File: src/rtl/sample_readout_pkg.sv
// Shared constants and types for the sample buffer readout block.
// Optional decimation is enabled with SAMPLE_READOUT_DECIM_EN.
package sample_readout_pkg;
    localparam int DATA_W     = 14;
    localparam int ADDR_W     = 10;
    localparam int MEM_LAT    = 1;
    localparam int FIFO_DEPTH = 2;
    localparam int DECIM_W    = 4;

    typedef enum logic [1:0] {
        S_IDLE = 2'd0,
        S_RUN  = 2'd1,
        S_DONE = 2'd2
    } state_e;
endpackage

File: src/rtl/sample_readout_if.sv
// Control, buffer-read and output-stream signals of the readout block.
// The decim field exists only when SAMPLE_READOUT_DECIM_EN is defined.
interface sample_readout_if;
    import sample_readout_pkg::*;

    logic              start;
    logic [ADDR_W-1:0] sample_count;
`ifdef SAMPLE_READOUT_DECIM_EN
    logic [DECIM_W-1:0] decim;
`endif
    logic              busy;
    logic              done;
    logic              mem_rd_en;
    logic [ADDR_W-1:0] mem_rd_addr;
    logic [DATA_W-1:0] mem_rd_data;
    logic              m_valid;
    logic              m_ready;
    logic [DATA_W-1:0] m_data;
    logic              m_last;

    modport master (
        input  start, sample_count,
`ifdef SAMPLE_READOUT_DECIM_EN
        input  decim,
`endif
        input  mem_rd_data, m_ready,
        output busy, done, mem_rd_en, mem_rd_addr, m_valid, m_data, m_last
    );

    modport slave (
        output start, sample_count,
`ifdef SAMPLE_READOUT_DECIM_EN
        output decim,
`endif
        output mem_rd_data, m_ready,
        input  busy, done, mem_rd_en, mem_rd_addr, m_valid, m_data, m_last
    );
endinterface

File: src/rtl/sample_readout_fifo2.sv
// Two-entry output FIFO with fall-through: a push into an empty FIFO
// is visible at the head in the same cycle.
module readout_fifo2
    import sample_readout_pkg::*;
#(
    parameter int W = DATA_W + 1
) (
    input  logic         clk,
    input  logic         rst,
    input  logic         i_flush,
    input  logic         i_push,
    input  logic [W-1:0] i_data,
    input  logic         i_pop,
    output logic [W-1:0] o_data,
    output logic         o_empty,
    output logic         o_full,
    output logic [1:0]   o_count
);
    logic [W-1:0] r_mem [FIFO_DEPTH];
    logic         r_wr_ptr;
    logic         r_rd_ptr;
    logic [1:0]   r_count;

    logic w_bypass;
    logic w_push_store;
    logic w_pop_store;

    assign w_bypass     = (r_count == 2'd0);
    // A word that is pushed and popped in the same cycle never lands in storage.
    assign w_push_store = i_push && !(w_bypass && i_pop);
    assign w_pop_store  = i_pop && !w_bypass;

    assign o_data  = w_bypass ? i_data : r_mem[r_rd_ptr];
    assign o_empty = w_bypass && !i_push;
    assign o_full  = (r_count == 2'(FIFO_DEPTH));
    assign o_count = r_count;

    always_ff @(posedge clk or posedge rst) begin
        if (rst) begin
            r_wr_ptr <= 1'b0;
            r_rd_ptr <= 1'b0;
            r_count  <= 2'd0;
        end else if (i_flush) begin
            r_wr_ptr <= 1'b0;
            r_rd_ptr <= 1'b0;
            r_count  <= 2'd0;
        end else begin
            if (w_push_store) r_wr_ptr <= ~r_wr_ptr;
            if (w_pop_store)  r_rd_ptr <= ~r_rd_ptr;
            r_count <= r_count + {1'b0, w_push_store} - {1'b0, w_pop_store};
        end
    end

    always_ff @(posedge clk) begin
        if (w_push_store && !i_flush) r_mem[r_wr_ptr] <= i_data;
    end
endmodule

File: src/rtl/sample_readout.sv
// Reads sample_count words from the sample buffer and streams them out with last.
// Define SAMPLE_READOUT_DECIM_EN to add a stride (decim) to the read addresses.
module sample_readout
    import sample_readout_pkg::*;
(
    input  logic             clk,
    input  logic             rst,
    sample_readout_if.master io_bus
);
    state_e            r_state;
    state_e            w_state_next;
    logic [ADDR_W-1:0] r_cnt;
    logic [ADDR_W:0]   r_rd_addr;
    logic              r_inflight;
    logic              r_inflight_last;
    logic [ADDR_W:0]   w_stride;

    logic              w_accept_start;
    logic              w_valid;
    logic              w_pop;
    logic              w_issue;
    logic              w_issue_last;
    logic [ADDR_W:0]   w_rd_next;
    logic [2:0]        w_occ;
    logic              w_fifo_empty;
    logic              w_fifo_full;
    logic [1:0]        w_fifo_count;
    logic [DATA_W:0]   w_head;

`ifdef SAMPLE_READOUT_DECIM_EN
    logic [DECIM_W-1:0] r_decim;

    always_ff @(posedge clk or posedge rst) begin
        if (rst)                 r_decim <= '0;
        else if (w_accept_start) r_decim <= io_bus.decim;
    end

    assign w_stride = (r_decim == '0) ? (ADDR_W+1)'(1) : (ADDR_W+1)'(r_decim);
`else
    assign w_stride = (ADDR_W+1)'(1);
`endif

    assign w_accept_start = (r_state == S_IDLE) && io_bus.start;
    assign w_valid        = !w_fifo_empty;
    assign w_pop          = w_valid && io_bus.m_ready;
    assign w_rd_next      = r_rd_addr + w_stride;
    // The last-beat marker travels with the data, so decimated counts need no division.
    assign w_issue_last   = (w_rd_next >= {1'b0, r_cnt});
    assign w_occ          = {1'b0, w_fifo_count} + {2'b0, r_inflight} - {2'b0, w_pop};
    assign w_issue        = (r_state == S_RUN) && (r_rd_addr < {1'b0, r_cnt}) &&
                            (w_occ < 3'(FIFO_DEPTH)) && !(w_fifo_full && !w_pop);

    readout_fifo2 #(.W(DATA_W + 1)) u_fifo (
        .clk     (clk),
        .rst     (rst),
        .i_flush (w_accept_start),
        .i_push  (r_inflight),
        .i_data  ({r_inflight_last, io_bus.mem_rd_data}),
        .i_pop   (w_pop),
        .o_data  (w_head),
        .o_empty (w_fifo_empty),
        .o_full  (w_fifo_full),
        .o_count (w_fifo_count)
    );

    assign io_bus.busy        = (r_state == S_RUN);
    assign io_bus.done        = (r_state == S_DONE);
    assign io_bus.mem_rd_en   = w_issue;
    assign io_bus.mem_rd_addr = r_rd_addr[ADDR_W-1:0];
    assign io_bus.m_valid     = w_valid;
    assign io_bus.m_data      = w_valid ? w_head[DATA_W-1:0] : '0;
    assign io_bus.m_last      = w_valid && w_head[DATA_W];

    always_ff @(posedge clk or posedge rst) begin
        if (rst) r_state <= S_IDLE;
        else     r_state <= w_state_next;
    end

    always_comb begin
        w_state_next = r_state;
        case (r_state)
            S_IDLE: begin
                if (io_bus.start)
                    w_state_next = (io_bus.sample_count == '0) ? S_DONE : S_RUN;
            end
            S_RUN: begin
                if (w_pop && w_head[DATA_W]) w_state_next = S_DONE;
            end
            S_DONE:  w_state_next = S_IDLE;
            default: w_state_next = S_IDLE;
        endcase
    end

    always_ff @(posedge clk or posedge rst) begin
        if (rst) begin
            r_cnt           <= '0;
            r_rd_addr       <= '0;
            r_inflight      <= 1'b0;
            r_inflight_last <= 1'b0;
        end else if (w_accept_start) begin
            r_cnt           <= io_bus.sample_count;
            r_rd_addr       <= '0;
            r_inflight      <= 1'b0;
            r_inflight_last <= 1'b0;
        end else begin
            if (w_issue) r_rd_addr <= w_rd_next;
            r_inflight      <= w_issue;
            r_inflight_last <= w_issue && w_issue_last;
        end
    end
endmodule

File: src/flat_wrapper.sv
// flat-port wrapper written by rule: the top's interface ports become plain ports
module sample_readout_flat import sample_readout_pkg::*;
  (clk, rst, io_bus_start, io_bus_sample_count, io_bus_mem_rd_data, io_bus_m_ready, io_bus_busy, io_bus_done, io_bus_mem_rd_en, io_bus_mem_rd_addr, io_bus_m_valid, io_bus_m_data, io_bus_m_last);
  sample_readout_if io_bus_i ();
  input  logic clk;
  input  logic rst;
  input wire logic [$bits(io_bus_i.start)-1:0] io_bus_start;
  input wire logic [$bits(io_bus_i.sample_count)-1:0] io_bus_sample_count;
  input wire logic [$bits(io_bus_i.mem_rd_data)-1:0] io_bus_mem_rd_data;
  input wire logic [$bits(io_bus_i.m_ready)-1:0] io_bus_m_ready;
  output wire logic [$bits(io_bus_i.busy)-1:0] io_bus_busy;
  output wire logic [$bits(io_bus_i.done)-1:0] io_bus_done;
  output wire logic [$bits(io_bus_i.mem_rd_en)-1:0] io_bus_mem_rd_en;
  output wire logic [$bits(io_bus_i.mem_rd_addr)-1:0] io_bus_mem_rd_addr;
  output wire logic [$bits(io_bus_i.m_valid)-1:0] io_bus_m_valid;
  output wire logic [$bits(io_bus_i.m_data)-1:0] io_bus_m_data;
  output wire logic [$bits(io_bus_i.m_last)-1:0] io_bus_m_last;
  assign io_bus_i.start = io_bus_start;
  assign io_bus_i.sample_count = io_bus_sample_count;
  assign io_bus_i.mem_rd_data = io_bus_mem_rd_data;
  assign io_bus_i.m_ready = io_bus_m_ready;
  assign io_bus_busy = io_bus_i.busy;
  assign io_bus_done = io_bus_i.done;
  assign io_bus_mem_rd_en = io_bus_i.mem_rd_en;
  assign io_bus_mem_rd_addr = io_bus_i.mem_rd_addr;
  assign io_bus_m_valid = io_bus_i.m_valid;
  assign io_bus_m_data = io_bus_i.m_data;
  assign io_bus_m_last = io_bus_i.m_last;
  sample_readout u_core (.clk(clk), .rst(rst), .io_bus(io_bus_i));
endmodule
File: config.mk
export PLATFORM = sky130hd
export DESIGN_NAME = sample_readout_flat
export DESIGN_NICKNAME = d
export VERILOG_FILES = /design/src/rtl/sample_readout_pkg.sv /design/src/rtl/sample_readout_if.sv /design/src/rtl/sample_readout_fifo2.sv /design/src/rtl/sample_readout.sv /design/src/flat_wrapper.sv
export SDC_FILE = /design/constraint.sdc
export NUM_CORES = 1
export LEC_CHECK = 0
export CORE_ASPECT_RATIO = 0.7
export CORE_MARGIN = 5
export CORE_UTILIZATION = 54
export CTS_CLUSTER_DIAMETER = 40
export CTS_CLUSTER_SIZE = 14
export DETAILED_ROUTE_END_ITERATION = 8
export PLACE_DENSITY = 0.88
export SYNTH_ARGS = -nofsm -noshare
export SYNTH_HDL_FRONTEND = slang
export SYNTH_HIERARCHICAL = 1
export SYNTH_SLANG_ARGS = --single-unit
File: constraint.sdc
create_clock -name clk -period 4.6 [get_ports clk]
set_clock_uncertainty 0.2 [all_clocks]
set_input_delay 1.15 -clock clk [delete_from_list [all_inputs] [get_ports clk]]
set_output_delay 1.15 -clock clk [all_outputs]
set_load 0.1 [all_outputs]
==> metrics.md, run 1 <==
| Metric | Value |
|---|---|
| Placer Congestion | 0.835 |
| Cell area after synthesis | 3410 um^2 |
| Die H | 76.5 um |
| EDFF count, synth | 30 |
| Number of library cell types mapped by synthesis | 48 |
| Wire per inst | 17.2 um |
| DR DRC count | 0 |
| Syn nets | 363 |
| Post-route cell area | 4200 um^2 |
| Hold Crit Depth | 1 |
| Hold buffers post-CTS | 0 |
| Share of cells above drive strength 1 | 18.2% |
| Crit path cell chain | dlygate4sd2_1 -> nor2b_4 -> ha_4 -> nor2b_4 -> fa_2 -> nor3_4 -> o2111ai_2 -> a21oi_2 -> o21a_4 -> buf_12 |
| #FFs+latches synth | 59 |
| H-tree lvl count | 3 |
| TritonRoute pass-1 iters | 4 |
| Max Clk Rate | 224 MHz |
| Delay of the slowest critical-path stage | 0.46 ns |
| FF-to-FF Start | u_core/u_fifo/o_count[1] |
| Yosys warnings | 6 |
| WS Path Type | in2out |
| Grt total ovfl | 0 |
| Post-CTS Setup Repair Bufs | 0 |
| Max-Cap Viols | 0 |
| Worst R2R Path Depth | 12 |
| Setup TNS Final | 0 ns |
| Hpwl dp | 5460 um |
| Largest net degree at the start of global routing | 32 |
| Antenna fix cells | 0 |
| Hold Path Sink | u_core/r_state[1] |
| Cell Rows | 24 |
| Total track usage | 20.1% |
| CP max FO | 2 |
| Vias in the first global route | 2626 |
| Crit path capture type | primary output |
| Vias per cell | 5.44 |
| Slew Limit Fails | 0 |
| Critical path's top delay family | adder cells |
| Final core occ | 67.9% |
| Reg-to-reg slack, setup | 1.24 ns |
| Final setup vio count | 0 |
| Status | finished, final reports clean |
| Final hold vios | 0 |
| Seq. cell area | 1630 um^2 |
| Hold WS | 0.264 ns |
| Die area | 8040 um^2 |
| Clock buffer depth | 2 |
| Clock transition at path regs | 0.07 ns |
| Sum of buffers and inverters on the critical path | 2 |
| Initial antenna violation count | 0 |
| Root buf cell | clkbuf_8 |
| DRT iter0 DRCs | 142 |
| RR Endpoint | u_core/r_rd_addr[7] |
| Critical Path RT | 3.25 ns |
| Critical Path AT | 3.11 ns |
| Vias | 2428 |
| Filler cell count | 435 |
| Clk Latency, worst-skew pair | 0.34 ns |
| Final Cycle Share | 96.9% |
| Synth async-reset ratio | 49.2% |
| Syn Area/Cell | 11.0 um^2 |
| # clock sinks | 59 |
| Cell mode on critical path | nor2b_4 |
| Most used DFF post-synth | edfxtp_1 |
| Routed wire length | 7670 um |
| Die width | 105 um |
| Slowest cell on crit path | fa_2 |
| CP Launch Type | input port |
| Hold_sp | u_core/r_state[1] |
| Area of the multi-input gates | 1590 um^2 |
| Buffers on Ports | 56 |
| Worst slew margin | 34.8% |
| Final ANT Viol Nets | 0 |
| CTS tree | built |
| Sequential-to-total area share from yosys stat | 47.7% |
| Core Area | 6190 um^2 |
| Area delta synth->final | 23.0% |
| Initial Utilization | 55.2% |
| RSZ-0062 raised after global routing | no |
| Syn Inst Count | 310 |
| Worst hold path type | reg2reg |
| First-pass GRT wire length | 12800 um |
| Final min period | 4.46 ns |
| Net count, final | 416 |
| Io pins | 57 |
| Area of placed instances | 3960 um^2 |
| Num CTS Buffers | 9 |
| Worst slew pin tran | 0.975 ns |
[area by class of cell]
class	count	area share, %
timing repair buffer	63	13.9
clock inverter	7	2.21
inverter	22	1.97
tap	78	2.32
clock buffer	9	2.95
sequential	59	38.7
multi-input combinational	208	38.0
[cell usage in the layout (no fill, tap or decap), types with 3 or more instances in the layout]
master / count
and2_1: 8
edfxtp_1: 30
clkdlybuf4s50_1: 38
and2b_2: 6
nand2_1: 19
mux2_4: 5
dfrtp_1: 29
a21oi_1: 18
a211oi_1: 3
nor2_1: 26
nand3_1: 8
o21ai_0: 13
mux2_2: 3
clkbuf_8: 9
buf_4: 23
xor2_1: 5
ha_1: 23
xnor2_1: 7
mux2i_1: 17
nor2b_1: 13
inv_1: 22
[flip-flops by register name, summed over array words and instances, names as in the netlist]
name and count:
u_core/u_fifo/r_mem 30, u_core/r_rd_addr 11, u_core/r_cnt 10, u_core/r_state 2, u_core/u_fifo/o_count 2, u_core/r_inflight 1
u_core/r_inflight_last 1, u_core/u_fifo/r_rd_ptr 1, u_core/u_fifo/r_wr_ptr 1
[kinds of logic after synthesis]
group	share of synthesized area, %
mux	8.50
xor+xnor	3.56
compound gates	8.65
buf+inv	6.74
simple gates	15.5
flops	47.7
fa+ha+maj	9.38
[worst reg2reg max path: cells and delay by family (launching register included)]
kind            cells  cell delay [ns]
flops               1             0.46
mux                 1             0.37
simple gates        5             0.82
fa+ha+maj           2             0.68
compound gates      3             0.50
buf+inv             1             0.23
[through the flow]
step | setup slack [ns] | cells
floorplan | 0.187 | 310
global placement | -0.140 | 430
detailed placement | -0.195 | 430
CTS | 0.0650 | 446
global route | 0.0595 | 446
finish | 0.141 | 446
[synth_stat cells (3+ instances only)]
cell       n  area [um^2]
buf_4     11         82.6
edfxtp_1  30          901
and2_1     8         50.1
o21ai_0   13         65.1
nand2_1   19         71.3
mux2i_1   17          170
xnor2_1    7         61.3
inv_1     22         82.6
dfrtp_1   29          726
nor2_1    26         97.6
ha_1      24          300
buf_2      3         15.0
a211oi_1   3         22.5
and2b_2    6         52.6
a21oi_1   18         90.1
nor2b_1   14         87.6
clkbuf_1   5         18.8
mux2_4     5         75.1
mux2_2     3         33.8
xor2_1     5         43.8
nand3_1    8         40.0
[worst max path at each step]
stage	end	slack, ns	depth (start not counted)	start
global route	io_bus_mem_rd_en	0.06	10	io_bus_m_ready
detailed placement	io_bus_mem_rd_en	-0.19	10	io_bus_m_ready
global placement	io_bus_mem_rd_en	-0.14	10	io_bus_m_ready
CTS	io_bus_mem_rd_en	0.07	10	io_bus_m_ready
floorplan	io_bus_mem_rd_en	0.19	13	u_core/u_fifo/o_count[1]
finish	io_bus_mem_rd_en	0.14	10	io_bus_m_ready
[repair_timing]
item	in CTS	in global routing
pin swaps	4	2
resized for setup	5	1
cloned	0	0
setup endpoints to repair	1	1
[metal layers]
metal	part of all wire (%)	up-vias	global-route usage, %
li1	-	1172	-
met1	45	1169	26.3
met2	47	69	31.2
met3	5.4	18	5.93
met4	2.9	0	8.43
met5	0	-	0
Power of run 1 is not shown: default switching activity piles up to over one toggle a cycle in this logic, so the estimate is an artifact.
==> run 2: changes to the inputs <==
--- a/config.mk
+++ b/config.mk
@@ -11,6 +11,7 @@
 export CTS_CLUSTER_DIAMETER = 40
 export CTS_CLUSTER_SIZE = 14
 export DETAILED_ROUTE_END_ITERATION = 8
+export HOLD_SLACK_MARGIN = 0.08
 export PLACE_DENSITY = 0.88
 export SYNTH_ARGS = -nofsm -noshare
 export SYNTH_HDL_FRONTEND = slang
==> results of run 2 <==
Final layout, timing and power as in run 1 (identical DEF).
Power of run 2 is left out for the same reason.
